==> src/rtl/serial_rx_pkg.sv <==
// Shared definitions for the serial frame receiver: FSM encoding, line idle
// level and a helper for index widths.
package serial_rx_pkg;

  typedef enum logic [2:0] {
    ST_IDLE   = 3'd0,
    ST_DATA   = 3'd1,
    ST_PARITY = 3'd2,
    ST_STOP   = 3'd3,
    ST_BREAK  = 3'd4
  } rx_state_e;

  localparam logic LINE_IDLE = 1'b1;

  // Keeps one-bit-wide frames from producing a zero-width index.
  function automatic int idx_width(input int n);
    return (n > 1) ? $clog2(n) : 1;
  endfunction

endpackage

==> src/rtl/serial_word_buf.sv <==
// History shift register of received words, newest in the LS position, with a
// saturating occupancy count. A clear and a load in the same cycle leave one word.
module serial_word_buf
  import serial_rx_pkg::*;
#(
  parameter int DATA_W    = 4,
  parameter int BUF_WORDS = 6
) (
  input  logic                          clk,
  input  logic                          rst,
  input  logic                          i_load,
  input  logic                          i_clr,
  input  logic [DATA_W-1:0]             i_data,
  output logic [DATA_W*BUF_WORDS-1:0]   o_buf,
  output logic [$clog2(BUF_WORDS+1)-1:0] o_count
);

  localparam int TOT_W = DATA_W * BUF_WORDS;
  localparam int CNT_W = $clog2(BUF_WORDS + 1);

  logic [TOT_W-1:0] buf_q, buf_d;
  logic [CNT_W-1:0] cnt_q, cnt_d;

  always_comb begin
    buf_d = buf_q;
    cnt_d = cnt_q;
    if (i_clr) begin
      buf_d = '0;
      cnt_d = '0;
    end
    // Load works on the possibly-cleared value, giving clear-then-load.
    if (i_load) begin
      buf_d = (buf_d << DATA_W) | TOT_W'(i_data);
      if (cnt_d != CNT_W'(BUF_WORDS)) cnt_d = cnt_d + 1'b1;
    end
  end

  always_ff @(posedge clk) begin
    if (rst) begin
      buf_q <= '0;
      cnt_q <= '0;
    end else begin
      buf_q <= buf_d;
      cnt_q <= cnt_d;
    end
  end

  assign o_buf   = buf_q;
  assign o_count = cnt_q;

endmodule

==> src/rtl/serial_frame_rx.sv <==
// One-bit-per-clock serial frame receiver: start detect, data assembly,
// optional even parity, stop check, and commit into a word history buffer.
//
// state  | meaning
// IDLE   | line idle, waiting for a low start bit
// DATA   | sampling data bits, one per clock
// PARITY | sampling the even-parity bit
// STOP   | sampling the stop bit, deciding commit / error
// BREAK  | line held low after a framing error, wait for high
module serial_frame_rx
  import serial_rx_pkg::*;
#(
  parameter int DATA_W    = 4,
  parameter int BUF_WORDS = 6,
  parameter int LSB_FIRST = 1,
  parameter int PARITY_EN = 0
) (
  input  logic                           clk,
  input  logic                           rst,
  input  logic                           i_rx_bit,
  input  logic                           i_buf_clr,
  output logic [DATA_W-1:0]              o_rx_word,
  output logic                           o_rx_valid,
  output logic                           o_frame_err,
  output logic                           o_parity_err,
  output logic [DATA_W*BUF_WORDS-1:0]    o_key_buf,
  output logic [$clog2(BUF_WORDS+1)-1:0] o_buf_count
);

  localparam int IDX_W = idx_width(DATA_W);

  rx_state_e         state_q, state_d;
  logic [IDX_W-1:0]  idx_q, idx_d;
  logic [DATA_W-1:0] data_q, data_d;
  logic [DATA_W-1:0] word;
  logic [DATA_W-1:0] rx_word_q, rx_word_d;
  logic              par_ok_q, par_ok_d;
  logic              commit;
  logic              rx_valid_q, frame_err_q, frame_err_d, parity_err_q, parity_err_d;

  // data_q holds bits in arrival order; word applies the configured bit order.
  always_comb begin
    word = data_q;
    if (LSB_FIRST == 0) begin
      for (int i = 0; i < DATA_W; i++) word[i] = data_q[DATA_W-1-i];
    end
  end

  always_comb begin
    state_d      = state_q;
    idx_d        = idx_q;
    data_d       = data_q;
    par_ok_d     = par_ok_q;
    commit       = 1'b0;
    frame_err_d  = 1'b0;
    parity_err_d = 1'b0;
    case (state_q)
      ST_IDLE: begin
        if (i_rx_bit != LINE_IDLE) begin
          state_d  = ST_DATA;
          idx_d    = '0;
          par_ok_d = 1'b1;
        end
      end
      ST_DATA: begin
        data_d[idx_q] = i_rx_bit;
        if (idx_q == IDX_W'(DATA_W - 1)) begin
          state_d = (PARITY_EN != 0) ? ST_PARITY : ST_STOP;
        end else begin
          idx_d = idx_q + 1'b1;
        end
      end
      ST_PARITY: begin
        par_ok_d = ~(^data_q ^ i_rx_bit);
        state_d  = ST_STOP;
      end
      ST_STOP: begin
        if (i_rx_bit == LINE_IDLE) begin
          state_d = ST_IDLE;
          if (par_ok_q) commit = 1'b1;
          else          parity_err_d = 1'b1;
        end else begin
          frame_err_d = 1'b1;
          state_d     = ST_BREAK;
        end
      end
      ST_BREAK: begin
        if (i_rx_bit == LINE_IDLE) state_d = ST_IDLE;
      end
      default: state_d = ST_IDLE;
    endcase
    rx_word_d = commit ? word : rx_word_q;
  end

  always_ff @(posedge clk) begin
    if (rst) begin
      state_q      <= ST_IDLE;
      idx_q        <= '0;
      data_q       <= '0;
      par_ok_q     <= 1'b1;
      rx_word_q    <= '0;
      rx_valid_q   <= 1'b0;
      frame_err_q  <= 1'b0;
      parity_err_q <= 1'b0;
    end else begin
      state_q      <= state_d;
      idx_q        <= idx_d;
      data_q       <= data_d;
      par_ok_q     <= par_ok_d;
      rx_word_q    <= rx_word_d;
      rx_valid_q   <= commit;
      frame_err_q  <= frame_err_d;
      parity_err_q <= parity_err_d;
    end
  end

  serial_word_buf #(
    .DATA_W   (DATA_W),
    .BUF_WORDS(BUF_WORDS)
  ) u_word_buf (
    .clk    (clk),
    .rst    (rst),
    .i_load (commit),
    .i_clr  (i_buf_clr),
    .i_data (word),
    .o_buf  (o_key_buf),
    .o_count(o_buf_count)
  );

  assign o_rx_word    = rx_word_q;
  assign o_rx_valid   = rx_valid_q;
  assign o_frame_err  = frame_err_q;
  assign o_parity_err = parity_err_q;

endmodule

==> config.mk <==
export PLATFORM = sky130hd
export DESIGN_NAME = serial_frame_rx
export DESIGN_NICKNAME = d
export VERILOG_FILES = /design/src/rtl/serial_rx_pkg.sv /design/src/rtl/serial_word_buf.sv /design/src/rtl/serial_frame_rx.sv
export SDC_FILE = /design/constraint.sdc
export NUM_CORES = 1
export LEC_CHECK = 0
export ABC_AREA = 1
export CAP_MARGIN = 20
export CORE_UTILIZATION = 40
export DETAILED_ROUTE_END_ITERATION = 10
export PLACE_DENSITY = 0.69
export SLEW_MARGIN = 10
export SYNTH_ARGS = -nofsm -noshare
export SYNTH_HDL_FRONTEND = slang
export SYNTH_SLANG_ARGS = --single-unit
==> constraint.sdc <==
create_clock -name clk -period 1.42 [get_ports clk]
set_input_delay 0.284 -clock clk [delete_from_list [all_inputs] [get_ports clk]]
set_output_delay 0.284 -clock clk [all_outputs]
set_load 0.02 [all_outputs]
== Word-level counts from Yosys, hierarchy flattened ==
Cells that the tools add are included.

* Flip-flop bits (word level): 44
* Output and inout port bits: 34
* Logic and storage cells: 64

* Equal/unequal tests: 10
* Reduce and logical (&&, ||, !) cells: 11
* Muxes and demuxes: 23
* Magnitude comparators: 2
* $add $sub $neg: 2
* Bitwise operators: 5

{| class="wikitable"
|+ Operator list
! cell !! number
|-
| $mux 24 || 2
|-
| $or 24x4->24 || 1
|-
| $mux 3 || 7
|-
| $pmux 3 s5 || 1
|-
| $ne 2x2->1 const B || 4
|-
| $mux 1 || 7
|-
| $eq 3x2->1 const B || 2
|-
| $reduce_and 3->1 || 2
|-
| $reduce_bool 2->1 || 3
|-
| $bwmux 4 || 1
|-
| $mux 2 || 2
|-
| $pmux 2 s2 || 1
|-
| $reduce_xor 4->1 || 1
|-
| $add 3x1->3 const B || 1
|-
| $eq 3x1->1 const B || 1
|-
| $eq 3x3->1 const B || 1
|-
| $logic_not 3->1 || 1
|-
| $lt 2x3->1 const B || 1
|-
| $ne 3x3->1 const B || 1
|-
| $not 1->1 || 3
|-
| $reduce_or 3->1 || 1
|-
| $add 2x1->2 const B || 1
|-
| $demux 1 s2 || 1
|-
| $eq 2x2->1 const B || 1
|-
| other kinds (6) || 6
|}

== Depth between registers and ports, before layout ==
* Depth after elaboration: 5
* Depth in mapped cells: 9
* Mapped depth without buffers: 8

== Hierarchy ==
From an unflattened synthesis, not the netlist that was laid out.

* Cell total of the unflattened synthesis: 245
* Area, all modules: 1944.4 µm²

{| class="wikitable"
|+ By module, submodules not included
! module !! area each (µm²) !! cells an instance !! times used
|-
| serial_word_buf || 1141.1 || 137 || 1
|-
| serial_frame_rx || 803.3 || 108 || 1
|}

== Worst setup path after synthesis ==
No wires, ideal clock.

* Path type: flip-flop to flip-flop
* From: register u_word_buf.cnt_q[1], in the netlist u_word_buf.o_count[1]
* To: register u_word_buf.cnt_q[0], in the netlist u_word_buf.o_count[0]
* Arrival: 1145 ps
* Path slack: 157 ps
* Clock period less this slack: 1263 ps
* Stages on the path, launching flop included: 9
* Data required time: 1302 ps
* Buffers on the path: 0
* Cell sequence: dfxtp_1 -> inv_1 -> nor2_1 -> ha_1 -> inv_1 -> nor2_1 -> o21ai_1 -> nand2_1 -> nor2_1

* Word-level cells in the longest chain between the ends: 4

{| class="wikitable"
|+ Ends and longest elaborated chain
! element !! line !! RTL
|-
| start, declared || serial_word_buf.sv:22 || <nowiki>logic [CNT_W-1:0] cnt_q, cnt_d;</nowiki>
|-
| start signal, assigned || serial_word_buf.sv:44 || <nowiki>cnt_q <= cnt_d;</nowiki>
|-
| $mux 3 || serial_word_buf.sv:27 || <nowiki>if (i_clr) begin</nowiki>
|-
| $ne 3x3->1 || serial_word_buf.sv:34 || <nowiki>if (cnt_d != CNT_W'(BUF_WORDS)) cnt_d = cnt_d + 1'b1;</nowiki>
|-
| $mux 3 || serial_word_buf.sv:34 ||
|-
| $mux 3 || serial_word_buf.sv:32 || <nowiki>if (i_load) begin</nowiki>
|}

Every way passes these cells.
A chain may end at the register's enable or synchronous reset.

== Worst setup path in the final report ==
* From: input i_buf_clr
* To: register u_word_buf.cnt_q[0], in the netlist u_word_buf.o_count[0]

* Word-level cells in the longest chain between the ends: 4

{| class="wikitable"
|+ Ends and longest elaborated chain
! element !! line !! RTL
|-
| start, declared || serial_frame_rx.sv:21 || <nowiki>input logic i_buf_clr,</nowiki>
|-
| $mux 3 (*) || serial_word_buf.sv:27 ||
|-
| $add 3x1->3 / $ne 3x3->1 (equally long branches) || serial_word_buf.sv:34 ||
|-
| $mux 3 || serial_word_buf.sv:34 ||
|-
| $mux 3 (*) || serial_word_buf.sv:32 ||
|}

Every way passes the cells marked *; elsewhere a longest branch is shown, timed or not.

==> flow_summary.yaml <==
run_status:
  status: "completed"
worst_setup_path:
  reg2reg_slack_ns: 0.11
  crit_buf_inv: 3
  slowest_stage: "clkdlybuf4s50_1"
  cp.arrival_ns: 1.53
  r2r_cells: 5
  path_depth: 9
  critPathMaxFanout: 3
  setup.worst_path.end_class: "register"
  startpoint_type: "primary input"
  cpLargestDelayFamily: "buffers and inverters"
  critical_path_class: "in -> reg"
  cp.required_ns: 1.63
  worstPathCellList: "clkdlybuf4s50_1 -> inv_1 -> nand2_1 -> ha_1 -> inv_1 -> nor2_1 -> o21ai_1 -> nand2_1 -> nor2_1"
  critPathMaxStageDelay_ns: 0.51
clocking:
  clock_path_buffers: 2
  cts_setup_buffers: 0
  htreeDepth: 2
  cts_sinks: 44
  cts_root_buf: "clkbuf_8"
  cts.reportedPaths.clkPinSlew_ns: 0.09
  cts_made_buffers: 5
  clock_latency_ns: 0.31
  cts_tree: "yes"
sta:
  relSlewSlack_pct: 83.4
  timing.final.crit_share_pct: 92.6
  setup_viol: 0
  hold_viol: 0
  min_period_ns: 1.31
  holdWs_ns: 0.450
  tightest_slew_ns: 0.248
  rsz0062_at_grt: "no"
  max_freq_mhz: 761
  drv_slew: 0
  fin_skew_ns: 0.0119
floorplan:
  start_util_pct: 42.0
  io_pins: 38
  core-area_sq_mm: 0.00479
  die_width_um: 72.9
  dieArea_sq_mm: 0.00532
  die_h_um: 72.9
  fp-row-count: 25
synthesis:
  synthTopCellsByCount: "65 x nand2_1, 44 x dfxtp_1, 24 x a21oi_1, 24 x nand3_1, 18 x inv_1"
  yosys-top-cells-area: "dfxtp_1 44%, nand2_1 12%, a21oi_1 6.0%"
  synthesis.area_sq_mm: 0.00201
  synth_seq_cells: 44
  syn_inst: 256
  yosys_most_used_dff: "dfxtp_1"
  syn_nets: 266
  async_flop_share_pct: 0
  synth-edff-count: 0
  ys_types: 26
  synth_most_common_cell: "nand2_1"
  seq_area_frac_synth_pct: 43.8
  syn_avg_cell_area_sq_um: 7.86
  yosysWarnings: 0
  yosys.area.top_type: "dfxtp_1"
  synth_top_area_share_pct: 43.8
layout:
  nets: 326
  antenna_cells: 0
  final_cells: 384
  area_delta_synth_final_pct: 32.8
  drive_gt1_share_pct: 19.2
  n_fill_cell: 470
detailed_routing:
  routedWlPerCell_um: 11.1
  drt-pass1-iter-count: 4
  drt-initial-drc-count: 86
  totalWireLength_um: 4260
  drc: 0
  ant_nets: 0
  num_vias: 1818
  vias_per_cell: 4.73
min_path:
  min_path_cells: 1
  hold_class: "reg -> reg"
power_and_ir_drop:
  vdd.ir_drop.worst_v: 0.000536
  leakage_nw: 1.22
  finalPower_w: 0.00261
  p_per_area_mw_per_mm2: 976
global_route:
  first_global_vias: 1679
  grt_overflow: 0
  track_usage_pct: 17.7
  grt_pass1_wl_um: 7180
  grt_max_degree: 22
  antenna_found_initial: 0
placed_design:
  dp.cells: 376
  hpwlAfterDp_um: 3150
  portBuffers: 37
  gp_congestion: 0.792
run:
  drv_cap: 0
## area by class of cell
| class | instances | area [sq um] | area share [%] |
|---|---|---|---|
| clock buffers | 5 | 68.8 | 2.58 |
| inverters | 22 | 83.8 | 3.14 |
| flip-flops and latches | 44 | 881 | 33.0 |
| clock inverters | 3 | 47.5 | 1.78 |
| repair buffers | 67 | 566 | 21.2 |
| well taps | 67 | 83.8 | 3.14 |
| multi-input cells | 176 | 941 | 35.2 |
## power by group
| group | total (W) | internal, W | leakage (nW) | switching (W) |
|---|---|---|---|---|
| clock network | 0.000986 | 0.000530 | 0.0583 | 0.000456 |
| registers | 0.00129 | 0.00127 | 0.356 | 0.0000263 |
| logic | 0.000330 | 0.000127 | 0.810 | 0.000203 |
## flip-flops by register name (all words and copies together), names as in the netlist
register            cells
u_word_buf.o_count      3
o_rx_word               4
par_ok_q                1
idx_q                   2
o_rx_valid              1
u_word_buf.o_buf       24
o_frame_err             1
o_parity_err            1
data_q                  4
state_q                 3
## worst reg2reg max path, cell delays in order (launching register included)
cell	delay (ns)
dfxtp_1	0.38
nor3_4	0.30
nand2_4	0.18
buf_4	0.22
nand4_1	0.07
o21ai_1	0.06
## cell families after synthesis
| family | count (synthesis) | synth area share [%] |
|---|---|---|
| AND/OR/NAND/NOR | 119 | 28.0 |
| AO/OA/AOI/OAI | 49 | 14.1 |
| flip-flops | 44 | 43.8 |
| buffers and inverters | 36 | 9.45 |
| adder cells (fa/ha/maj) | 6 | 3.73 |
| XOR/XNOR | 2 | 0.871 |
## placed cells by master, fill, tap and decap left out
master / instances
buf_4: 29
xnor2_1: 1
nand2_4: 1
a31oi_1: 1
nand3_1: 24
nand2_1: 65
nand3_2: 5
dfxtp_1: 44
a21oi_2: 10
nor3_2: 1
xor2_1: 1
nor3_4: 1
nand3_4: 1
o21ai_0: 9
ha_1: 6
nor2_1: 14
clkdlybuf4s50_1: 3
a21oi_1: 24
o21ai_1: 5
nor3_1: 1
nand4_1: 6
buf_12: 1
clkinv_2: 1
dlygate4sd2_1: 34
clkinv_4: 2
inv_2: 3
clkbuf_8: 5
inv_1: 18
bufinv_16: 1
## metal layers
metal / share of wire [%] / routed length [um] / GRT usage [%] / vias to the layer above
li1: - / - / - / 962
met2: 47 / 2000 / 30.0 / 29
met1: 48 / 2030 / 21.6 / 820
met5: 0 / 0 / 0 / -
met4: 1.9 / 82 / 8.50 / 0
met3: 3.5 / 150 / 3.31 / 7
## timing repair
item,CTS,global route
hold buffers,0,0
resized for setup,34,0
setup endpoints to repair,34,0
## per-stage QoR
step                TNS [ns]  setup WS, ns  utilization, %  area, sq um
finish                     0         0.106            55.8         2670
global route               0       0.00735            55.8         2670
CTS                        0        0.0954            55.8         2670
detailed placement     -3.56        -0.220            54.3         2600
global placement       -2.73        -0.151            54.3         2600
floorplan                  0         0.157               -         2010
## worst paths after layout
check                                              from                                 to
worst max-delay path                          i_buf_clr   u_word_buf.o_count[0]$_SDFF_PP0_
worst min-delay path              par_ok_q$_SDFFE_PP1P_            o_parity_err$_SDFF_PP0_
worst max register to register  state_q[2]$_SDFFE_PP0P_  u_word_buf.o_buf[22]$_SDFFE_PP0P_
worst min register to register    par_ok_q$_SDFFE_PP1P_            o_parity_err$_SDFF_PP0_
Power figures use the tool's default switching activity.
